### src/rtl/alu_seq.sv
// Registered ALU with valid/ready handshakes: single-cycle ops complete in one edge,
// MUL/MULHU/DIVU/REMU iterate one bit per cycle over WIDTH cycles.
module alu_seq #(
  parameter int WIDTH = 32,
  parameter int SH_W  = $clog2(WIDTH)
) (
  input  logic             clk,
  input  logic             rst_n,
  input  logic             in_valid,
  output logic             in_ready,
  input  logic [WIDTH-1:0] a,
  input  logic [WIDTH-1:0] b,
  input  logic [3:0]       alu_op,
  output logic             out_valid,
  input  logic             out_ready,
  output logic [WIDTH-1:0] result,
  output logic             zero,
  output logic             busy
);

  typedef enum logic [1:0] {IDLE, BUSY, DONE} state_t;

  localparam logic [3:0] OP_MUL   = 4'b1011;
  localparam logic [3:0] OP_MULHU = 4'b1100;
  localparam logic [3:0] OP_DIVU  = 4'b1101;
  localparam logic [3:0] OP_REMU  = 4'b1110;

  state_t               state;
  logic [3:0]           op_r;
  logic [SH_W-1:0]      cnt;
  logic [2*WIDTH-1:0]   acc;   // mul: {partial hi, multiplier}; div: {remainder, quotient}
  logic [WIDTH-1:0]     opb;   // mul: multiplicand; div: divisor

  logic                 accept, is_multi, is_mul, op_r_mul;
  logic [WIDTH-1:0]     alu_res;
  logic [WIDTH:0]       msum, dshift;
  logic [WIDTH-1:0]     dtrial;
  logic                 dge;
  logic [2*WIDTH-1:0]   acc_nxt;
  logic [WIDTH-1:0]     iter_res;

  assign in_ready  = rst_n && (state == IDLE || (state == DONE && out_ready));
  assign accept    = in_valid && in_ready;
  assign is_multi  = (alu_op == OP_MUL) || (alu_op == OP_MULHU) ||
                     (alu_op == OP_DIVU) || (alu_op == OP_REMU);
  assign is_mul    = (alu_op == OP_MUL) || (alu_op == OP_MULHU);
  assign op_r_mul  = (op_r == OP_MUL) || (op_r == OP_MULHU);
  assign out_valid = (state == DONE);
  assign busy      = (state == BUSY);
  assign zero      = (result == '0);

  always_comb begin
    alu_res = '0;
    case (alu_op)
      4'b0000: alu_res = a + b;
      4'b0001: alu_res = a - b;
      4'b0010: alu_res = {{(WIDTH-1){1'b0}}, $signed(a) < $signed(b)};
      4'b0011: alu_res = {{(WIDTH-1){1'b0}}, a < b};
      4'b0100: alu_res = a & b;
      4'b0101: alu_res = a | b;
      4'b0110: alu_res = a ^ b;
      4'b0111: alu_res = ~(a | b);
      4'b1000: alu_res = a >> b[SH_W-1:0];
      4'b1001: alu_res = $signed(a) >>> b[SH_W-1:0];
      4'b1010: alu_res = a << b[SH_W-1:0];
      default: alu_res = '0;
    endcase
  end

  // One iteration step; divide-by-zero falls out naturally (quotient all-ones, remainder a).
  always_comb begin
    msum    = {1'b0, acc[2*WIDTH-1:WIDTH]} + (acc[0] ? {1'b0, opb} : '0);
    dshift  = {acc[2*WIDTH-1:WIDTH], acc[WIDTH-1]};
    dge     = (dshift >= {1'b0, opb});
    dtrial  = dshift[WIDTH-1:0] - opb;
    if (op_r_mul)
      acc_nxt = {msum, acc[WIDTH-1:1]};
    else
      acc_nxt = {(dge ? dtrial : dshift[WIDTH-1:0]), acc[WIDTH-2:0], dge};
    case (op_r)
      OP_MULHU, OP_REMU: iter_res = acc_nxt[2*WIDTH-1:WIDTH];
      default:           iter_res = acc_nxt[WIDTH-1:0];
    endcase
  end

  always_ff @(posedge clk or negedge rst_n) begin
    if (!rst_n) begin
      state  <= IDLE;
      op_r   <= '0;
      cnt    <= '0;
      acc    <= '0;
      opb    <= '0;
      result <= '0;
    end else if (accept) begin
      op_r <= alu_op;
      if (is_multi) begin
        state <= BUSY;
        cnt   <= '0;
        acc   <= {{WIDTH{1'b0}}, (is_mul ? b : a)};
        opb   <= is_mul ? a : b;
      end else begin
        state  <= DONE;
        result <= alu_res;
      end
    end else begin
      case (state)
        BUSY: begin
          acc <= acc_nxt;
          cnt <= cnt + SH_W'(1);
          if (cnt == SH_W'(WIDTH-1)) begin
            state  <= DONE;
            result <= iter_res;
          end
        end
        DONE:    if (out_ready) state <= IDLE;
        default: state <= state;
      endcase
    end
  end

endmodule

### config.mk
export PLATFORM = sky130hd
export DESIGN_NAME = alu_seq
export DESIGN_NICKNAME = d
export VERILOG_FILES = /design/src/rtl/alu_seq.sv
export SDC_FILE = /design/constraint.sdc
export NUM_CORES = 1
export LEC_CHECK = 0
export CORE_MARGIN = 4
export CORE_UTILIZATION = 45
export DETAILED_ROUTE_END_ITERATION = 8
export PLACE_DENSITY = 0.65
export SYNTH_ARGS = -nofsm -noshare
export SYNTH_HDL_FRONTEND = slang
export SYNTH_SLANG_ARGS = --single-unit
### constraint.sdc
create_clock -name clk -period 3.1 [get_ports clk]
set_input_delay 0.775 -clock clk [delete_from_list [all_inputs] [get_ports clk]]
set_output_delay 0.775 -clock clk [all_outputs]
set_load 0.02 [all_outputs]
==> impl_metrics.tcl <==
set metrics [dict create \
    die_area_sq_um 49200 \
    layout_setup_ws_ns -0.627 \
    end_kind "register" \
    drtIter0Drc 3749 \
    boundaryPins 108 \
    grt_pass1_wl_um 157000 \
    start_kind "register" \
    clock-sinks 139 \
    synth_seq_area_share_pct 16.9 \
    area_growth_pct 57.5 \
    io_buffer_count 107 \
    die_width_um 222 \
    rsz0062_at_grt "yes" \
    pwr-share-clk_pct 29.9 \
    rr_worst_depth 15 \
    max_slew_margin_pct 48.3 \
    vdd_drop_max_uv 353 \
    finalHoldViolCount 0 \
    wl_per_cell_um 26.2 \
    drt_wl_total_um 111000 \
    worstSetupEndpoint "result[31]" \
    drtAntennaViolNets 0 \
    synth_warnings 0 \
    core_area_sq_um 45300 \
    initial_core_util_pct 45.4 \
    grt_usage_pct 40.5 \
    rows 78 \
    p_int_w 0.00439 \
    use_met2_pct 64.0 \
    reg2reg_from "acc[0]" \
    cts_inserted_buffers 17 \
    cp-startpoint "acc[0]" \
    final_max_slew_viol_count 0 \
    hold_buffers 0 \
    hpwl_um 81000 \
    reg2reg_slack_ns -0.63 \
    path_clk_slew_ns 0.07 \
    viasPerCell 6.51 \
    hp-class "in2async" \
    top_usage_layer "met2" \
    p_leak_nw 14.9 \
    synthCells 2819 \
    crit_required_ns 3.42 \
    p_sw_share_pct 37.0 \
    grt_pass1_vias 26097 \
    hold_ws_ns 0.146 \
    clock_latency_ns 0.45 \
    grt_use_met1_pct 53.0 \
    failed_checks "setup timing" \
    cts_buffer_depth 2 \
    die_h_um 222 \
    combPwrFrac_pct 44.1 \
    synth_cell_types 90 \
    antenna_found_initial 4 \
    power_density_nw_per_um2 215 \
    synth_area_sq_um 20600 \
    dr.pass1.iters 7 \
    maxCapViolations 0 \
    postSynthAreaPerCell_sq_um 7.30 \
    fmax_mhz 268 \
    synth_edf_count 0 \
    routabilityCongestion 1.06 \
    syn-num-nets 3069 \
    min_period_over_period_pct 120 \
    ys_ff_latch 139 \
    cts_htree_levels 4 \
    fin_nets 3887 \
    groute.layer.met3.usage_pct 5.81 \
    crit_type "reg2reg" \
    arrival_ns 4.05 \
    async_reset_ff_share_pct 100 \
    worst-path-max-fanout 6 \
    status "complete, but fails checks" \
    rr_endpoint "result[31]" \
    grt_max_degree 65 \
    synth_ff_type "dfrtp_1" \
    p_sw_w 0.00258 \
    tightest_slew_ns 0.775 \
    finalSetupViolCount 65 \
    overflow 0 \
    drive_gt1_share_pct 40.4 \
    seqPwrFrac_pct 26.0 \
    drc_errors 0 \
    fin_util_pct 71.5 \
    min_period_ns 3.73 \
    skew_ns 0.0187 \
    vias 27692 \
    cts_tree "yes" \
    cts_root_buf "clkbuf_16" \
]
==> sequential cells by signal, indices dropped and copies added, names as in the netlist <==
name / count
result: 32
state: 2
acc: 64
cnt: 5
opb: 32
op_r: 4
==> cell usage in the layout (no fill, tap or decap), types with 17 or more instances in the layout <==
cell,count
buf_4,832
nand2_1,343
nor2_1,242
a21oi_1,223
o21ai_0,156
dfrtp_1,127
inv_1,122
ha_1,121
mux2i_1,100
a31oi_1,58
buf_6,56
clkdlybuf4s50_1,52
mux4_2,51
ha_4,46
xnor2_1,45
nand3_1,43
o21ai_1,41
a21o_1,39
a21oi_2,38
o211ai_1,38
and2_1,35
buf_12,31
inv_2,27
dlygate4sd2_1,27
o21a_1,26
nand4_1,25
o22ai_1,23
o221ai_1,23
nor3_1,23
o21bai_1,19
xor2_1,19
clkbuf_16,19
a211oi_1,18
o21ai_2,17
a22o_1,17
==> worst max-delay path, cell delays in order, from the launching register on <==
cell       delay (ns)
dfrtp_2          0.50
buf_6            0.17
and2_4           0.16
ha_4             0.25
nand4_1          0.20
nor2_2           0.09
buf_4            0.15
a221oi_4         0.34
o211ai_1         0.37
o2111ai_2        0.41
nor2b_4          0.22
buf_4            0.12
o21ai_2          0.05
o31ai_2          0.10
a211oi_2         0.11
o32a_1           0.36
==> cells in the mapped netlist (all sizes together), types with 17 or more instances <==
| master | n | area (sq um) |
|---|---|---|
| a21oi | 268 | 1350 |
| and2 | 48 | 300 |
| and3 | 18 | 114 |
| a31oi | 80 | 500 |
| inv | 155 | 582 |
| buf | 64 | 335 |
| ha | 174 | 2180 |
| o221ai | 29 | 254 |
| a211oi | 33 | 248 |
| nor2 | 257 | 965 |
| o22ai | 32 | 200 |
| nor2b | 17 | 106 |
| nor3 | 38 | 195 |
| dfrtp | 139 | 3480 |
| o21a | 28 | 210 |
| a21o | 39 | 293 |
| clkbuf | 168 | 631 |
| mux2i | 116 | 1160 |
| xor2 | 21 | 184 |
| a22oi | 17 | 141 |
| xnor2 | 52 | 455 |
| o31ai | 20 | 150 |
| a22o | 17 | 149 |
| mux4 | 51 | 1150 |
| o21ai | 220 | 1100 |
| mux2 | 18 | 203 |
| o21bai | 20 | 150 |
| nand2 | 364 | 1370 |
| nand4 | 25 | 156 |
| nand3 | 48 | 240 |
| o211ai | 39 | 298 |
==> stage by stage <==
stage / TNS, ns / total power [W] / std cells / area (sq um) / setup WS (ns)
finish: -19.11 / 0.00697 / 4251 / 32400 / -0.627
global placement: -38.42 / 0.00451 / 4114 / 28100 / -1.15
CTS: -4.30 / 0.00681 / 4212 / 31200 / -0.274
global route: -21.29 / 0.00720 / 4250 / 32400 / -0.706
detailed placement: -40.24 / 0.00452 / 4114 / 28100 / -1.23
floorplan: -4.79 / 0.00318 / 2819 / 20900 / -0.444
==> timing repair <==
item                                    4_1_cts  5_1_grt
endpoints found under the setup margin       66       62
pin swaps                                   145      126
gates cloned                                  7        2
buffers inserted                             68       43
resized for setup                           489      225
==> metal layers <==
metal  part of all wire (%)  wire length, um
met3                     11            12000
met1                     37            41500
met2                     44            48400
met4                    8.4             9310
met5                      0                0
==> worst min path at each step <==
stage	slack, ns	endpoint	startpoint	depth (start not counted)
after floorplan	0.46	op_r[2]	op_r[2]	2
after global placement	0.48	op_r[0]	op_r[0]	2
after detailed placement	0.49	op_r[0]	op_r[0]	2
after CTS	0.14	cnt[4]	rst_n	1
after global routing	0.15	cnt[3]	rst_n	1
final	0.15	cnt[0]	rst_n	1
==> cell families after synthesis <==
kind of cell | Yosys count | share of synthesized area (%)
compound gates | 964 | 29.9
xor+xnor | 73 | 3.11
fa+ha+maj | 178 | 11.0
buf+inv | 388 | 7.54
flops | 139 | 16.9
mux | 185 | 12.2
simple gates | 892 | 19.4
==> cell type report <==
cell class	instances	area [sq um]
Clock buffer	19	453
Inverter	156	619
Antenna cell	1	2.50
Multi-Input combinational cell	2292	18300
Timing Repair Buffer	1031	8640
Tap cell	600	751
Sequential cell	139	3490
Fill cell	3451	12900
Clock inverter	13	133
==> power groups by stage <==
stage / registers [W] / clock network (W) / logic, W
global route: 0.00181 / 0.00215 / 0.00324
CTS: 0.00181 / 0.00206 / 0.00293
finish: 0.00181 / 0.00208 / 0.00307
floorplan: 0.00185 / 0 / 0.00133
global placement: 0.00185 / 0 / 0.00266
detailed placement: 0.00185 / 0 / 0.00267
No activity file was read; power rests on OpenSTA's default activity.
